### src/rtl/sram_read_sequencer.sv
// sram_read_sequencer: read-phase sequencer (precharge -> wordline/develop -> sense -> output handshake)
// Ports:
//   clk, rst                  clock, asynchronous active-high reset
//   rd_req, rd_addr, rd_ready request side; accepted in IDLE, address latched on accept
//   precharge, wl_sel, sae    array controls (precharge enable, one-hot wordline, sense-amp strobe)
//   preout                    sense-amp outputs, captured at the end of SENSE
//   rd_data, rd_valid, rd_err output word with valid/ready handshake against rd_out_ready
// Optional: SRAM_SA_DOUBLE_SAMPLE_EN gives a two-cycle SENSE; rd_err also flags disagreeing samples.
module sram_read_sequencer #(
  parameter int COLS    = 16,
  parameter int ROWS    = 16,
  parameter int ADDR_W  = 4,
  parameter int PRE_CYC = 2,
  parameter int DEV_CYC = 2
) (
  input  logic              clk,
  input  logic              rst,
  input  logic              rd_req,
  input  logic [ADDR_W-1:0] rd_addr,
  output logic              rd_ready,
  output logic              precharge,
  output logic [ROWS-1:0]   wl_sel,
  output logic              sae,
  input  logic [COLS-1:0]   preout,
  output logic [COLS-1:0]   rd_data,
  output logic              rd_valid,
  input  logic              rd_out_ready,
  output logic              rd_err
);
  localparam int CW = $clog2((PRE_CYC > DEV_CYC ? PRE_CYC : DEV_CYC) + 1);
`ifdef SRAM_SA_DOUBLE_SAMPLE_EN
  localparam int SNS_CYC = 2;
`else
  localparam int SNS_CYC = 1;
`endif
  typedef enum logic [2:0] {IDLE, PRECH, DEVELOP, SENSE, OUT} state_t;
  state_t            r_state, w_state_nxt;
  logic [CW-1:0]     r_cnt, w_cnt_nxt;
  logic [ADDR_W-1:0] r_addr;
  logic              r_oor;
  logic [ROWS-1:0]   w_onehot;
  logic              w_cap;
`ifdef SRAM_SA_DOUBLE_SAMPLE_EN
  logic [COLS-1:0]   r_s1;
`endif
  // Phase counter counts down from (duration-1) and saturates at zero outside timed phases.
  always_comb begin
    w_state_nxt = r_state;
    w_cnt_nxt   = (r_cnt == '0) ? r_cnt : r_cnt - CW'(1);
    case (r_state)
      IDLE:    if (rd_req) begin
                 w_state_nxt = PRECH;
                 w_cnt_nxt   = CW'(PRE_CYC - 1);
               end
      PRECH:   if (r_cnt == '0) begin
                 w_state_nxt = DEVELOP;
                 w_cnt_nxt   = CW'(DEV_CYC - 1);
               end
      DEVELOP: if (r_cnt == '0) begin
                 w_state_nxt = SENSE;
                 w_cnt_nxt   = CW'(SNS_CYC - 1);
               end
      SENSE:   if (r_cnt == '0) w_state_nxt = OUT;
      OUT:     if (rd_out_ready) w_state_nxt = IDLE;
      default: w_state_nxt = IDLE;
    endcase
  end
  // Out-of-range rows never drive a wordline; sae is suppressed with it so sae never fires on an idle array.
  assign w_onehot = r_oor ? '0 : ROWS'(1) << r_addr;
  assign w_cap    = (r_state == SENSE) && (r_cnt == '0);
  // Outputs are decoded from the next state so every control pin comes straight off a flop.
  always_ff @(posedge clk or posedge rst) begin
    if (rst) begin
      r_state   <= IDLE;
      r_cnt     <= '0;
      r_addr    <= '0;
      r_oor     <= 1'b0;
      rd_ready  <= 1'b1;
      precharge <= 1'b0;
      wl_sel    <= '0;
      sae       <= 1'b0;
      rd_data   <= '0;
      rd_valid  <= 1'b0;
      rd_err    <= 1'b0;
`ifdef SRAM_SA_DOUBLE_SAMPLE_EN
      r_s1      <= '0;
`endif
    end else begin
      r_state   <= w_state_nxt;
      r_cnt     <= w_cnt_nxt;
      if (r_state == IDLE && rd_req) begin
        r_addr <= rd_addr;
        r_oor  <= int'(rd_addr) >= ROWS;
      end
      rd_ready  <= w_state_nxt == IDLE;
      precharge <= w_state_nxt == PRECH;
      wl_sel    <= (w_state_nxt == DEVELOP || w_state_nxt == SENSE) ? w_onehot : '0;
      sae       <= (w_state_nxt == SENSE) && !r_oor;
      rd_valid  <= w_state_nxt == OUT;
`ifdef SRAM_SA_DOUBLE_SAMPLE_EN
      if (r_state == SENSE && r_cnt != '0) r_s1 <= preout;
      if (w_cap) begin
        rd_data <= preout;
        rd_err  <= r_oor || (r_s1 != preout);
      end
`else
      if (w_cap) begin
        rd_data <= preout;
        rd_err  <= r_oor;
      end
`endif
    end
  end
endmodule

### config.mk
export PLATFORM = sky130hd
export DESIGN_NAME = sram_read_sequencer
export DESIGN_NICKNAME = d
export VERILOG_FILES = /design/src/rtl/sram_read_sequencer.sv
export SDC_FILE = /design/constraint.sdc
export NUM_CORES = 1
export LEC_CHECK = 0
export BUFFER_PORTS_ARGS = -buffer_cell sky130_fd_sc_hd__buf_4
export CAP_MARGIN = 40
export CORE_ASPECT_RATIO = 1.4
export CORE_UTILIZATION = 48
export DETAILED_ROUTE_END_ITERATION = 12
export GPL_TIMING_DRIVEN = 0
export PLACE_DENSITY_LB_ADDON = 0.2
export SLEW_MARGIN = 10
export SYNTH_ARGS = -nofsm -noshare
export SYNTH_HDL_FRONTEND = slang
export SYNTH_SLANG_ARGS = --single-unit
### constraint.sdc
create_clock -name clk -period 1.75 [get_ports clk]
set_input_delay 0.35 -clock clk [delete_from_list [all_inputs] [get_ports clk]]
set_output_delay 0.35 -clock clk [all_outputs]
set_load 0.005 [all_outputs]
# == Yosys cells after proc, flatten, opt, wreduce, memory -nomap -nowiden ==
# Cells that the tools add are included.
# word_totals
regBits,45
latchBits,0
mem_bits_rw,0
rom_bits,0
inputBits,24
out_inout_bits,37
wordCells,37
mem_count,0
# op_classes
addsub,1
n_mul,0
div,0
order_cmp,0
eq_ne,8
shift,1
mux,12
bitwise,0
n_reduce_logical,6
# ops
cell,n
16-bit two-way mux,1
"1-bit by 4-bit left shift with 16-bit output, first input constant",1
3-bit two-way mux,5
3-bit one-hot mux with 5 select lines,1
"3-bit by 2-bit == test with 1-bit output, second input constant",4
2-bit two-way mux,4
"3-bit by 1-bit == test with 1-bit output, second input constant",2
"3-bit == test, second input constant",2
3-bit zero test,2
2-bit one-hot mux with 3 select lines,1
1-bit logical AND,2
2-bit zero test,1
"2-bit by 1-bit subtractor with 2-bit output, second input constant",1
1-bit logical OR,1

# == Longest topological paths before layout ==
# Gate-level depths: netlist (run 1).
# logic_depth
ltp_word,6
depth_mapped,5
depth_no_buf,3

# == Least setup slack after synthesis (run 1) ==
# Ideal clock, no wire load.
# synth_path
path_type,register to register
from,register r_state[1]
to,register r_addr[0]
setup_ps,125
arrival_ps,1435
required_time_ps,1625
setup_slack_ps,190
stages_incl_launch_ff,4
n_path_buf,1
period_less_slack_ps,1560
cell_sequence,dfrtp_1 clkbuf_1 nor4b_2 mux2_2
# synth_between
elab_chain_cells,2
# synth_lines
item,line_no,rtl
"start, declared",37,"state_t r_state, w_state_nxt;"
"start signal, assigned",89,r_state <= w_state_nxt;
3-bit zero test,91,if (r_state == IDLE && rd_req) begin
1-bit logical AND,91,
"end signal, assigned",92,r_addr <= rd_addr;
"end, declared",39,logic [ADDR_W-1:0] r_addr;
# Every way passes these cells.
# A chain may end at the register's enable or synchronous reset.

# == Final worst setup path (run 1) ==
# layout_path
from,register r_state[1]
to,register r_addr[2]
# The elaborated chain is that of the path after synthesis.

==> metrics.cfg, run 1 <==
[route]
dr_total_vias=1198
viasPerCell=5.076
wl_per_cell_um=13.28
drc=0
first_pass_iters=4
totalWireLength_um=3135
drtAntennaViolNets=0
first_iter_violations=41

[run]
drv_cap=0

[yosys]
ys_warn_count=0
yosysUniqueCellTypes=25
synth_area_um2=1708
synth_nets=151
synth_seq_area_share_pct=66.01
netlist_instances=127
ys_ff_latch=45
syn_avg_cell_area_um2=13.45

[pwr]
ir_drop_uv=1083
switching_power_uw=1288
powerDensity_nw_per_um2=1650
p_int_uw=2549
p_seq_share_pct=43.3
combPwrFrac_pct=41.0
power_switching_share_pct=33.57
leakage_uw=0.001138
power.clock.fraction_pct=15.7

[sta]
clock-skew-final_ns=0.002267
worst_pin_slew_ns=0.5779
setup_viol=0
relSlewSlack_pct=61.48
finalHoldWorstSlack_ns=0.2666
fmax_mhz=627.9
fin_crit_ns=1.593
setup_slack_ns=0.1575
final_max_slew_viol_count=0
period_share_pct=91.00
hold_viol_final=0
rsz0062_at_grt=false

[layout]
fillers=267
layout_commonest_cell=buf_4
n_antenna_cell=0
drive_gt1_share_pct=45.41
layout_common_cells=63 x buf_4, 44 x dfrtp_1, 15 x nor3_1
area_growth_pct=36.19
final_nets=219

[clock_network]
cts_tree=yes
clk_path_buf_depth=2
numClockSinks=45
numCtsBuffers=5
cts_root_buf=clkbuf_8
clk_latency_ns=0.29
htreeDepth=2
path_clk_slew_ns=0.08

[worst_setup_path]
end_kind=register
path_buf_inv=1
path_class=reg2reg
critPathTopFamily=simple AND/OR/NAND/NOR gates
worst-path-max-fanout=9
reg2reg_from=r_state[1]$_DFF_PP0_
worstSetupStartpoint=r_state[1]$_DFF_PP0_
arrival_ns=1.77
cp.required_ns=1.93
max_stage_delay_ns=0.47
slowest_stage=nor4b_4
path_cells=clkbuf_1 > nor4b_4 > mux2_2
cp-start-kind=register

[placement]
place_hpwl_um=2339
place_ws_ns=0.002918
io_buffers=59
gp_congestion=0.7279

[global_routing]
grt_start_max_net_pins=36
grt_pass1_wl_um=5126
antenna_found_initial=0
grt.total_usage_pct=18.62
grt_pass1_vias=1172
gr-total-overflow=0

[floorplanning]
std_cell_rows=25
coreArea_um2=3378
die_w_um=52.42
dieArea_um2=3804
die_height_um=72.58
initial_core_util_pct=50.56
io_pins=61

[worst_hold_path]
worstHoldPathType=in2reg
hp-start=preout[6]

[outcome]
outcome=completed

-- cells in the mapped netlist --
| master | number | share of area (%) |
|---|---|---|
| or3_1 | 3 | 1.1 |
| nor4b_2 | 1 | 0.88 |
| mux2_2 | 11 | 7.3 |
| inv_1 | 5 | 1.1 |
| xnor2_2 | 1 | 0.95 |
| buf_2 | 1 | 0.29 |
| o21ai_0 | 3 | 0.88 |
| nand3_4 | 1 | 1.0 |
| nand2_1 | 9 | 2.0 |
| conb_1 | 1 | 0.22 |
| dfstp_2 | 1 | 1.5 |
| nor4_1 | 5 | 1.8 |
| nor3b_4 | 1 | 1.1 |
| mux2i_1 | 1 | 0.59 |
| nand2b_1 | 2 | 0.73 |
| a31oi_1 | 1 | 0.37 |
| nor2_1 | 4 | 0.88 |
| nand3_1 | 2 | 0.59 |
| mux2_1 | 8 | 5.3 |
| a21oi_1 | 1 | 0.29 |
| dfrtp_1 | 44 | 64 |
| buf_4 | 3 | 1.3 |
| clkbuf_1 | 2 | 0.44 |
| nor3_1 | 15 | 4.4 |
| o32ai_1 | 1 | 0.51 |
-- flip-flops by register name, summed over array words and instances, names as in the netlist --
signal,cells
r_addr,4
rd_ready,1
rd_valid,1
rd_data,16
sae,1
precharge,1
r_state,3
r_cnt,2
wl_sel,16
-- cell families after synthesis --
group           after synthesis  synth area share (%)
compound gates                6                 2.051
xor+xnor                      1                0.9526
buf+inv                      11                 3.150
flops                        45                 66.01
mux                          20                 13.11
other cells                   1                0.2196
simple gates                 43                 14.51
-- cell type report --
class | instances | area [um2] | area share [%]
buffer | 5 | 31.28 | 1.345
tap | 40 | 50.05 | 2.152
clock inverter | 2 | 10.01 | 0.4303
multi-input combinational | 71 | 535.5 | 23.02
clock buffer | 6 | 72.57 | 3.120
timing repair buffer | 62 | 480.5 | 20.66
inverter | 5 | 18.77 | 0.8069
sequential | 45 | 1127 | 48.47
-- stage by stage --
| step | instances | area (um2) | total power (uW) | utilization (%) | TNS (ns) |
|---|---|---|---|---|---|
| after CTS | 236 | 2313 | 3860 | 68.48 | 0 |
| after floorplan | 127 | 1708 | 2552 | - | 0 |
| final | 236 | 2326 | 3837 | 68.85 | 0 |
| after global routing | 236 | 2326 | 4116 | 68.85 | 0 |
| after detailed placement | 227 | 2221 | 3251 | 65.74 | 0 |
| after global placement | 226 | 2201 | 3160 | 65.15 | -3.622 |
-- final timing paths --
path | end | slack, ns | cells after the start
worst max-delay path | r_addr[2]$_DFFE_PP0P_ | 0.16 | 3
worst min-delay path | rd_data[6]$_DFFE_PP0P_ | 0.27 | 2
worst max register to register | r_addr[2]$_DFFE_PP0P_ | 0.16 | 3
worst min register to register | rd_data[5]$_DFFE_PP0P_ | 0.49 | 1
max in group asynchronous | r_cnt[1]$_DFF_PP0_ | 0.75 | 4
min in group asynchronous | precharge$_DFF_PP0_ | 0.55 | 3
-- power groups by stage --
stage / sequential [uW] / clock [uW] / combinational [uW]
after floorplan: 1660 / 0 / 890
after global placement: 1640 / 0 / 1520
after detailed placement: 1660 / 0 / 1590
after CTS: 1640 / 623 / 1600
after global routing: 1720 / 667 / 1730
final: 1660 / 602 / 1570
-- metal layers --
metal | up-vias | GRT usage (%) | routed length [um]
met3 | 7 | 5.625 | 221
met5 | - | 0 | 0
met2 | 42 | 32.63 | 1702
met4 | 0 | 7.895 | 56
li1 | 572 | - | -
met1 | 577 | 20.28 | 1155
-- timing repair --
action / in CTS / in global routing
endpoints found under the hold margin: 9 / 0
gates resized for setup: 0 / 1
buffers inserted: 0 / 1
hold buffers: 1 / 0
setup endpoints to repair: 0 / 11
Note: power is estimated with default switching activity, not from simulation.
==> run 2, diff against run 1 <==
--- a/config.mk
+++ b/config.mk
@@ -5,10 +5,10 @@
 export SDC_FILE = /design/constraint.sdc
 export NUM_CORES = 1
 export LEC_CHECK = 0
-export BUFFER_PORTS_ARGS = -buffer_cell sky130_fd_sc_hd__buf_4
+export BUFFER_PORTS_ARGS = -buffer_cell sky130_fd_sc_hd__buf_2
 export CAP_MARGIN = 40
 export CORE_ASPECT_RATIO = 1.4
-export CORE_UTILIZATION = 48
+export CORE_UTILIZATION = 44
 export DETAILED_ROUTE_END_ITERATION = 12
 export GPL_TIMING_DRIVEN = 0
 export PLACE_DENSITY_LB_ADDON = 0.2
==> constraint.sdc (replaced) <==
create_clock -name clk -period 1.4 [get_ports clk]
set_input_delay 0.28 -clock clk [delete_from_list [all_inputs] [get_ports clk]]
set_output_delay 0.28 -clock clk [all_outputs]
set_load 0.005 [all_outputs]
==> run 2 against run 1 <==
The flow now finishes with violations (setup timing). Power rose by 62%. Combinational power rose by 86%. Critical path type unchanged. Sequential power rose by 33%. Cell count rose by 7.6%. Largest cell class unchanged. Sequential share of layout area fell by 4.5 points. Critical path depth rose by 2. Routed wire length rose by 34%. Design area rose by 11%.
==> metrics.cfg, run 2 (same netlist as run 1, synthesis figures left out) <==
[outcome]
outcome=complete, but fails checks
violations=setup timing

[sta]
fin_crit_ns=1.479  ; -0.1140 ns
rsz0062_at_grt=true
hold_viol_final=0  ; unchanged
fmax_mhz=676.3  ; +7.7%
period_share_pct=105.6  ; +15 points
fin_setup_tns_ns=-1.373  ; -1.373 ns
setup_slack_ns=-0.07858  ; -0.2360 ns
setup_viol=33  ; +33
final_max_slew_viol_count=0  ; unchanged
clock-skew-final_ns=0.004951  ; +0.002683 ns

[clock_network]
numCtsBuffers=5  ; unchanged
path_clk_slew_ns=0.08  ; about the same
numClockSinks=45  ; unchanged
cts_tree=yes
cts_root_buf=clkbuf_8
htreeDepth=2  ; unchanged
clk_latency_ns=0.29  ; about the same
clk_path_buf_depth=2  ; unchanged

[route]
drc=0  ; unchanged
totalWireLength_um=4189  ; +34%
first_pass_iters=4  ; unchanged
wl_per_cell_um=16.49  ; +24%
viasPerCell=5.146  ; +1.4%
dr_total_vias=1307  ; +9.1%
drtAntennaViolNets=0  ; unchanged
first_iter_violations=27  ; -34%

[layout]
final_nets=235  ; +7.3%
drive_gt1_share_pct=62.26  ; +17 points
layout_common_cells=59 x buf_2, 40 x dfrtp_1, 13 x buf_4
largestRegisters=rd_data: 16 flops, wl_sel: 16 flops, r_addr: 4 flops
fillers=244  ; -8.6%
area_growth_pct=51.21
layout_commonest_cell=buf_2
n_antenna_cell=0  ; unchanged
final_area_um2=2582  ; +11%

[worst_setup_path]
cp.required_ns=1.57  ; -0.36 ns
worstSetupStartpoint=r_state[0]$_DFF_PP0_
reg2regPathDepth=5  ; +2
worst-path-max-fanout=9  ; unchanged
path_cells=buf_6 > nor3b_4 > nand3_4 > buf_8 > mux2_1
r2r-end=rd_data[3]$_DFFE_PP0P_
cp-start-kind=register
path_class=reg2reg
max_stage_delay_ns=0.35  ; -0.12 ns
reg2reg_from=r_state[0]$_DFF_PP0_
end_kind=register
crit_path_end=rd_data[3]$_DFFE_PP0P_
rrSetupSlack_ns=-0.08  ; -0.24 ns
arrival_ns=1.65  ; -0.12 ns
slowest_stage=dfrtp_1

[floorplanning]
initial_core_util_pct=46.46  ; -4.1 points
std_cell_rows=26  ; +4.0%
coreArea_um2=3676  ; +8.8%
io_pins=61  ; unchanged
die_height_um=75.72  ; +4.3%
dieArea_um2=4138  ; +8.8%
die_w_um=54.66  ; +4.3%

[global_routing]
grt.total_usage_pct=18.14  ; -0.48 points
use_met1_pct=18.82  ; -1.5 points
antenna_found_initial=0  ; unchanged
grt_pass1_vias=1160  ; -1.0%
gr-usage-met2_pct=32.93  ; +0.30 points
grt_pass1_wl_um=5147  ; +0.41%
gr-total-overflow=0  ; unchanged
grtUsageMet3_pct=4.790  ; -0.83 points
grt_start_max_net_pins=36  ; unchanged
grt_most_used_layer=met2

[pwr]
ir_drop_uv=1404  ; +30%
leakage_uw=0.001288  ; +13%
powerDensity_nw_per_um2=2414  ; +46%

[run]
drv_cap=0  ; unchanged

[worst_hold_path]
worstHoldPathType=in2reg

[placement]
place_hpwl_um=2387  ; +2.0%
io_buffers=59  ; unchanged
post_dp_cell_area_um2=2095  ; -5.7%
gp_congestion=0.7673  ; +5.4%

==> run 2: cell count changes in the layout (fill, tap and decap cells not counted), sizes merged <==
cell,previous run,this run
clkbuf,7,5
clkinv,2,1
xnor2,1,2
buf,65,81
bufinv,0,2
==> run 2: worst min-delay path by stage <==
stage,startpoint,end,cells after the start
after floorplan,rd_addr[3],r_addr[3]$_DFFE_PP0P_,2
after global placement,rd_data[7]$_DFFE_PP0P_,rd_data[7]$_DFFE_PP0P_,1
after detailed placement,rst,rd_data[10]$_DFFE_PP0P_,2
after CTS,rd_addr[3],r_addr[3]$_DFFE_PP0P_,3
after global routing,preout[2],rd_data[2]$_DFFE_PP0P_,2
final,rd_addr[3],r_addr[3]$_DFFE_PP0P_,3
==> run 2: layout make-up <==
| class | instances | area (um2) | share of cell area (%) |
|---|---|---|---|
| Sequential cell | 45 | 1135 | 43.94 |
| Multi-Input combinational cell | 72 | 708.2 | 27.42 |
| Timing Repair Buffer | 78 | 489.2 | 18.94 |
| Clock buffer | 5 | 68.82 | 2.665 |
| Clock inverter | 3 | 65.06 | 2.519 |
| Tap cell | 42 | 52.55 | 2.035 |
| Buffer | 4 | 45.04 | 1.744 |
| Inverter | 5 | 18.77 | 0.7267 |
==> run 2: routing by layer <==
| layer | share of wire, % | routed length [um] | up-vias |
|---|---|---|---|
| li1 | - | - | 604 |
| met2 | 55 | 2301 | 57 |
| met1 | 37 | 1547 | 632 |
| met5 | 0 | 0 | - |
| met4 | 3.0 | 125 | 0 |
| met3 | 5.1 | 214 | 14 |
==> run 2: critical path, delay by kind of cell (launching register included) <==
family                 cells  cell delay [ns]
buffers and inverters      2             0.29
and+or+nand+nor            2             0.42
DFF                        1             0.35
muxes                      1             0.31
==> run 2: metrics by stage <==
stage                     std cells  hold slack [ns]  total power [uW]  setup slack [ns]  util, %
after floorplan                 127           0.3968              3238          -0.09966        -
after global placement          228           0.4677              3778           -0.3549    56.43
after detailed placement        229           0.2260              3903           -0.2291    56.98
after CTS                       243           0.1877              5302          -0.03471    63.27
after global routing            254           0.1918              6586           -0.1520    70.25
final                           254           0.1924              6235          -0.07858    70.25
==> run 2: report_power, final <==
part           internal [uW]  total (uW)  switching [uW]
Combinational           1540        2920            1380
Clock                    708        1120             412
Sequential              1800        2200             397
Total                   4050        6230            2190
==> run 2: repair_timing <==
action | in CTS | in global routing
setup buffers | 6 | 10
gates resized for setup | 14 | 28
setup endpoints to repair | 29 | 35
pin swaps | 6 | 13
gates cloned | 1 | 1
endpoints found under the hold margin | 10 | 0
hold buffers | 1 | 0
